### config.mk
export PLATFORM = sky130hd
export DESIGN_NAME = spi_regbank
export DESIGN_NICKNAME = d
export VERILOG_FILES = /design/src/rtl/spi_regbank.sv
export SDC_FILE = /design/constraint.sdc
export NUM_CORES = 1
export LEC_CHECK = 0
export ABC_AREA = 1
export ABC_CLOCK_PERIOD_IN_PS = 5900
export CORE_MARGIN = 3
export CORE_UTILIZATION = 57
export CTS_CLUSTER_SIZE = 8
export DETAILED_ROUTE_END_ITERATION = 16
export PLACE_DENSITY = 0.87
export SLEW_MARGIN = 20
export SYNTH_ARGS = -nofsm -noshare
export SYNTH_HDL_FRONTEND = slang
export SYNTH_SLANG_ARGS = --single-unit
export TNS_END_PERCENT = 50
### constraint.sdc
create_clock -name clk -period 5.9 [get_ports clk]
set_clock_uncertainty 0.15 [all_clocks]
set_input_delay 0.59 -clock clk [delete_from_list [all_inputs] [get_ports clk]]
set_output_delay 0.59 -clock clk [all_outputs]
set_load 0.02 [all_outputs]
### src/rtl/spi_regbank.sv
// spi_regbank: SPI mode-0 slave register bank with burst writes and per-register write strobes.
// Define SPI_READBACK_EN to serve read frames on cipo; otherwise cipo/cipo_oe are tied low.
module spi_regbank #(
    parameter int NUM_REGS    = 5,
    parameter int DATA_W      = 8,
    parameter int ADDR_W      = 7,
    parameter int SYNC_STAGES = 2
) (
    input  logic                         clk,
    input  logic                         rst_n,
    input  logic                         sclk,
    input  logic                         copi,
    input  logic                         ncs,
    output logic                         cipo,
    output logic                         cipo_oe,
    output logic [NUM_REGS*DATA_W-1:0]   regs_o,
    output logic [NUM_REGS-1:0]          wr_strobe
);
    localparam int MAX_W = ADDR_W > DATA_W ? ADDR_W : DATA_W;
    localparam int CNT_W = $clog2(MAX_W);
    localparam logic [2:0] IDLE = 3'd0, CMD = 3'd1, ADDR = 3'd2, DATA = 3'd3, HOLD = 3'd4;

    logic [SYNC_STAGES-1:0][2:0] sync_q, sync_d;
    logic [1:0] hist_q, hist_d;
    logic [2:0] state_q, state_d;
    logic [CNT_W-1:0] cnt_q, cnt_d;
    logic [ADDR_W-1:0] addr_q, addr_d;
    logic [DATA_W-1:0] data_q, data_d;
    logic rw_q, rw_d;
    logic [DATA_W-1:0] regs_q [NUM_REGS];
    logic [DATA_W-1:0] regs_d [NUM_REGS];
    logic [NUM_REGS-1:0] strobe_q, strobe_d;
    logic sclk_s, copi_s, ncs_s, sclk_rise, ncs_rise, ncs_fall, step, last, word_done;

    assign {sclk_s, copi_s, ncs_s} = sync_q[SYNC_STAGES-1];
    assign sclk_rise = sclk_s & ~hist_q[1];
    assign ncs_rise  = ncs_s & ~hist_q[0];
    assign ncs_fall  = ~ncs_s & hist_q[0];
    // ncs rising wins over a coincident sclk edge, so the bit is dropped
    assign step = sclk_rise & ~ncs_rise;
    assign last = cnt_q == CNT_W'(state_q == ADDR ? ADDR_W - 1 : DATA_W - 1);
    assign wr_strobe = strobe_q;

    genvar g;
    for (g = 0; g < NUM_REGS; g++) begin : g_out
        assign regs_o[g*DATA_W +: DATA_W] = regs_q[g];
    end

    always_comb begin
        sync_d    = {sync_q[SYNC_STAGES-2:0], sclk, copi, ncs};
        hist_d    = {sclk_s, ncs_s};
        state_d   = state_q;
        cnt_d     = cnt_q;
        addr_d    = addr_q;
        data_d    = data_q;
        rw_d      = rw_q;
        regs_d    = regs_q;
        strobe_d  = '0;
        word_done = 1'b0;
        if (ncs_rise) begin
            state_d = IDLE;
        end else if (state_q == IDLE) begin
            if (ncs_fall) begin
                state_d = CMD;
                cnt_d   = '0;
                addr_d  = '0;
                data_d  = '0;
            end
        end else if (step && state_q == CMD) begin
            rw_d = copi_s;
`ifdef SPI_READBACK_EN
            state_d = ADDR;
`else
            state_d = copi_s ? ADDR : HOLD;
`endif
        end else if (step && state_q == ADDR) begin
            addr_d  = ADDR_W'({addr_q, copi_s});
            cnt_d   = last ? '0 : cnt_q + CNT_W'(1);
            state_d = last ? DATA : ADDR;
        end else if (step && state_q == DATA) begin
            data_d    = DATA_W'({data_q, copi_s});
            cnt_d     = last ? '0 : cnt_q + CNT_W'(1);
            addr_d    = last ? addr_q + ADDR_W'(1) : addr_q;
            word_done = last;
        end
        // out-of-range addresses match no register and are silently dropped
        for (int i = 0; i < NUM_REGS; i++) begin
            if (word_done && rw_q && addr_q == ADDR_W'(i)) begin
                regs_d[i]   = data_d;
                strobe_d[i] = 1'b1;
            end
        end
    end

    always_ff @(posedge clk or negedge rst_n) begin
        if (!rst_n) begin
            sync_q   <= '0;
            hist_q   <= '0;
            state_q  <= IDLE;
            cnt_q    <= '0;
            addr_q   <= '0;
            data_q   <= '0;
            rw_q     <= 1'b0;
            regs_q   <= '{default: '0};
            strobe_q <= '0;
        end else begin
            sync_q   <= sync_d;
            hist_q   <= hist_d;
            state_q  <= state_d;
            cnt_q    <= cnt_d;
            addr_q   <= addr_d;
            data_q   <= data_d;
            rw_q     <= rw_d;
            regs_q   <= regs_d;
            strobe_q <= strobe_d;
        end
    end

`ifdef SPI_READBACK_EN
    logic [DATA_W-1:0] sout_q, sout_d;
    logic cipo_q, cipo_d, sclk_fall, load;

    assign sclk_fall = ~sclk_s & hist_q[1];
    assign load      = step && last && !rw_q && (state_q == ADDR || state_q == DATA);
    assign cipo      = cipo_q;
    assign cipo_oe   = !rw_q && (state_q == ADDR || state_q == DATA);

    always_comb begin
        sout_d = sout_q;
        cipo_d = cipo_q;
        if (ncs_rise || state_q == IDLE) begin
            sout_d = '0;
            cipo_d = 1'b0;
        end else if (load) begin
            sout_d = '0;
            for (int i = 0; i < NUM_REGS; i++)
                if (addr_d == ADDR_W'(i)) sout_d = regs_q[i];
        end else if (sclk_fall && state_q == DATA && !rw_q) begin
            cipo_d = sout_q[DATA_W-1];
            sout_d = sout_q << 1;
        end
    end

    always_ff @(posedge clk or negedge rst_n) begin
        if (!rst_n) begin
            sout_q <= '0;
            cipo_q <= 1'b0;
        end else begin
            sout_q <= sout_d;
            cipo_q <= cipo_d;
        end
    end
`else
    assign cipo    = 1'b0;
    assign cipo_oe = 1'b0;
`endif
endmodule

Word level (Yosys, flattened, before mapping)
Cells that the tools add are included.

cells by class
  $add $sub $neg = 2
  equal/unequal tests = 11
  muxes and demuxes = 36
  bitwise gates (word level) = 9
  reduce and logical (&&, ||, !) cells = 18

operators with widths
  kind                 count
  $mux 8               6
  $mux 7               6
  $mux 3               12
  $eq 7x2->1 const B   2
  $mux 1               12
  $logic_and 1x1->1    9
  $add 7x1->7 const B  1
  $eq 7x1->1 const B   1
  $eq 7x3->1 const B   1
  $logic_not 7->1      1
  $eq 3x2->1 const B   2
  $reduce_bool 3->1    2
  $not 1->1            5
  $reduce_and 5->1     1
  $and 1x1->1          4
  $ne 2x2->1 const B   2
  $reduce_and 4->1     1
  $reduce_bool 4->1    1
  $add 3x1->3 const B  1
  $eq 3x1->1 const B   1
  $eq 3x3->1           1
  $logic_not 3->1      1
  $ne 3x3->1 const B   1
  $reduce_and 3->1     1
  $reduce_and 2->1     1

storage, ports and cells
  flip-flop bits (word level) = 75
  input bits = 5
  output and inout bits = 47
  logic and storage cells = 90

Longest topological paths before layout
  depth after elaboration = 13
  depth in mapped cells = 10
  gate-level depth less buffers = 10

Least setup slack after synthesis
OpenSTA, ideal clock, no wires.

  path type = register -> register
  from = register addr_q[0]
  to = register regs_q, in the netlist regs_o[32]
  setup time = 0.117 ns
  data arrival time = 1.593 ns
  required time = 5.633 ns
  path slack = 4.040 ns
  cell stages (with the launch flop) = 9
  path buffers = 0
  clock period less this slack = 1.860 ns
  cell sequence = dfrtp_1 > inv_1 > ha_1 > nand3_1 > or2_0 > nor3_4 > inv_4 > nand2_1 > nand2_1

on the way
  longest elaborated chain between the ends = 2

ends and longest elaborated chain
  what                    RTL line  source
  start, declared         27        logic [ADDR_W-1:0] addr_q, addr_d;
  start signal, assigned  111       addr_q <= addr_d;
  $eq 7x3->1              88        if (word_done && rw_q && addr_q == ADDR_W'(i)) begin
  $logic_and 1x1->1       88
  end signal, assigned    114       regs_q <= regs_d;
  end, declared           30        logic [DATA_W-1:0] regs_q [NUM_REGS];

No other way between the ends.
A chain may end at the register's enable or synchronous reset.

Worst setup path in the final report
  from = register addr_q[0]
  to = register regs_q, in the netlist regs_o[33]

Same word-level chain as after synthesis.

==> key figures <==
Die
  • Core area: around 0.0056 mm^2
  • Ports: 52
  • Die ar.: between 0.006 and 0.007 mm^2
  • Die Span Y: 82.40 um
  • # rows: 27
  • Die width: between 80 and 90 um
  • Initial cell density of the core: about three fifths

Clocking
  • Hold buffers post-CTS: 0
  • Clock transition at path regs: ~80 ps
  • Root Driver: clkbuf_8
  • H-tree Lvls: 3
  • Clock Latency Late Sink: between 300 and 400 ps
  • CTS max path bufs: 2
  • Clock buffer count from CTS: 9
  • Total of cells resized after clock tree synthesis: 0
  • TritonCTS clock tree: done
  • Clock sink count: 75
  • Setup bufs post-CTS: 0

Detailed routing
  • DRT Wirelength: roughly 7000 um
  • Via density per instance: slightly above 5
  • Via count: 2,659
  • DRT iter0 DRCs: 328
  • DRT antenna net count: 0
  • # DRC: 0
  • Routed wire length per instance: about 14 um
  • DR pass1 iterations: 4

Critical path
  • R2r startpoint: addr_q[0]
  • CP peak stage delay: 470 ps
  • CP max stage cell: nor3_4
  • Crit path DAT: around 2300 ps
  • Critical path startpoint category: flop
  • Crit path top cell by count: nand2_1
  • Largest delay contributor family on the critical path: simple AND/OR/NAND/NOR gates
  • Critical path type: flop to flop
  • Worst path buffer plus inverter count: 2
  • FF-to-FF setup slack: between 3000 and 4000 ps
  • R2R cell count: 8
  • CP Max Fanout: 10
  • CP Data Required Time: ~6000 ps
  • Cell Chain, Critical Path: inv_1, ha_1, nand3_1, or2_0, nor3_4, inv_4, nand2_1, nand2_1
  • FF-to-FF End: regs_o[33]
  • WP depth: 8
  • CP Capture Type: flop

Global route
  • Initial antenna violation count: 0
  • GR Overflow Total: 0
  • First-pass GRT wire length: between 10,000 and 15,000 um
  • GRT Overall Usage: 23.62%
  • Vias in the first global route: between 2,000 and 3,000
  • Largest net degree at the start of global routing: between 70 and 80

Outcome
  • Status: completed

Synth
  • Top_reg_cell synth: dfrtp_1
  • Top-count cell post-synth: nand2_1
  • Mapped Area: roughly 0.0033 mm^2
  • Top cells by area, synth: dfrtp_1 56%, nand2_1 23%, ha_1 2.6%, nand3_1 2.6%, nor3_4 2.4%
  • Synth cell count leaders: 207 x nand2_1, 75 x dfrtp_1, 17 x inv_1, 17 x nand3_1, 9 x nor2_1
  • Ys Warns: 0
  • Cells after Synth: 382
  • Async S/R FF share, synth: 100.0%
  • EDFF count, synth: 0
  • Avg Inst Size Synth: 8.709 um^2
  • Post-synth cell types: 27
  • #FFs+latches synth: 75
  • Leading area contributor after synthesis: dfrtp_1
  • Top cell type's share of synthesized area: 56.41%
  • Post-synthesis sequential area ratio: ~56%

Timing
  • Final setup violation count: 0
  • Max transition margin: a little over 40%
  • Minimum hold slack: 201.9 ps
  • Endpoints failing hold: 0
  • Max-slew violations: 0
  • Post-layout min period: ~2200 ps
  • Worst Tran Pin Value: between 800 and 900 ps
  • RSZ-0062 raised after global routing: no
  • Final Cycle Share: a little under two fifths
  • FMAX: ~460 MHz
  • Post-Route Setup TNS: 0 ps

Placement
  • Placed inst area: roughly 0.0039 mm^2
  • Quantity of I/O buffers inserted on ports: 49
  • GPL Wtd Cong: approximately 0.88
  • Placed Cells: ~500
  • Post-DP HPWL: 4796 um

Layout
  • Layout cells sized above 1: 9.865%
  • Design area: a little over 0.004 mm^2
  • Fin nets: between 400 and 500
  • ANT cells: 0
  • Area Overhead vs Synth: 21.93%
  • Final cell count without fillers: about 520

Worst hold path
  • Hold wc startpoint: sync_d[4]
  • Worst Hold Path EP: copi_s
  • Hold path cells: 0
  • Worst Hold Class: flop to flop

Power
  • LEAKAGE: between 2 and 2.5 nW
  • Final total power: roughly 0.0013 W
  • Power Density: 314.7 mW/mm^2
  • Worst vdd ir: about 230 uV

Job
  • Max_cap viols: 0
[registers in the layout (all words and copies together), names as in the netlist]
name       flops
addr_q         7
cnt_q          3
copi_s         1
data_q         8
hist_d         2
hist_q         2
regs_o        40
rw_q           1
state_q        3
sync_d         3
wr_strobe      5
[stage by stage]
step	setup slack [ps]	util, %
global route	3578	72.77
floorplan	4040	-
CTS	3736	72.77
detailed placement	3775	69.74
finish	3728	72.77
global placement	3838	69.74
[power by group]
group          switching [W]  leakage (nW)  internal [W]  total (W)
clock               0.000190        0.0787      0.000152   0.000343
combinational       0.000236          1.06      0.000101   0.000337
sequential         0.0000457          1.02      0.000551   0.000597
total               0.000472          2.16      0.000804    0.00128
[layout make-up]
cell class / count / area, um^2
Timing Repair Buffer: 50 / 493.0
Inverter: 22 / 85.08
Fill cell: 413 / 1518
Clock buffer: 10 / 127.6
Tap cell: 72 / 90.09
Multi-Input combinational cell: 283 / 1343
Sequential cell: 75 / 1877
Clock inverter: 6 / 41.29
[per-layer routing]
layer | global-route usage (%) | share of wire, % | routed length, um
met2 | 37.10 | 50 | 3518
met1 | 31.56 | 42 | 2943
met4 | 11.46 | 2.0 | 138
met3 | 4.447 | 6.3 | 440
met5 | 0 | 0 | 0
[worst max path at each step]
stage | start | end | slack (ps)
2_1_floorplan | addr_q[0] | regs_o[32] | 4040
4_1_cts | addr_q[0] | regs_o[33] | 3740
6_report | addr_q[0] | regs_o[33] | 3730
5_1_grt | addr_q[0] | regs_o[34] | 3580
3_3_place_gp | addr_q[0] | regs_o[36] | 3840
3_5_place_dp | addr_q[0] | regs_o[34] | 3770
[layout by cell type, fill, tap and decap left out, types with 5 or more instances in the layout]
| cell | netlist | routed |
|---|---|---|
| dfrtp_1 | 75 | 75 |
| a21oi_1 | 6 | 6 |
| nor3_4 | 5 | 5 |
| clkbuf_8 | 0 | 9 |
| nand2_1 | 207 | 207 |
| nand3_1 | 17 | 17 |
| ha_1 | 7 | 7 |
| nand2_2 | 6 | 6 |
| nor2_1 | 9 | 9 |
| inv_1 | 17 | 17 |
| clkdlybuf4s50_1 | 0 | 48 |
[logic make-up after synthesis]
kind of cell	after synthesis	share of synthesized area, %
AND/OR/NAND/NOR	259	34.83
flip-flops	75	56.41
buffers and inverters	25	3.347
AO/OA/AOI/OAI	12	1.880
adder cells (fa/ha/maj)	7	2.632
XOR/XNOR	3	0.7899
other	1	0.1127
Note: power is estimated with default switching activity, not from simulation.
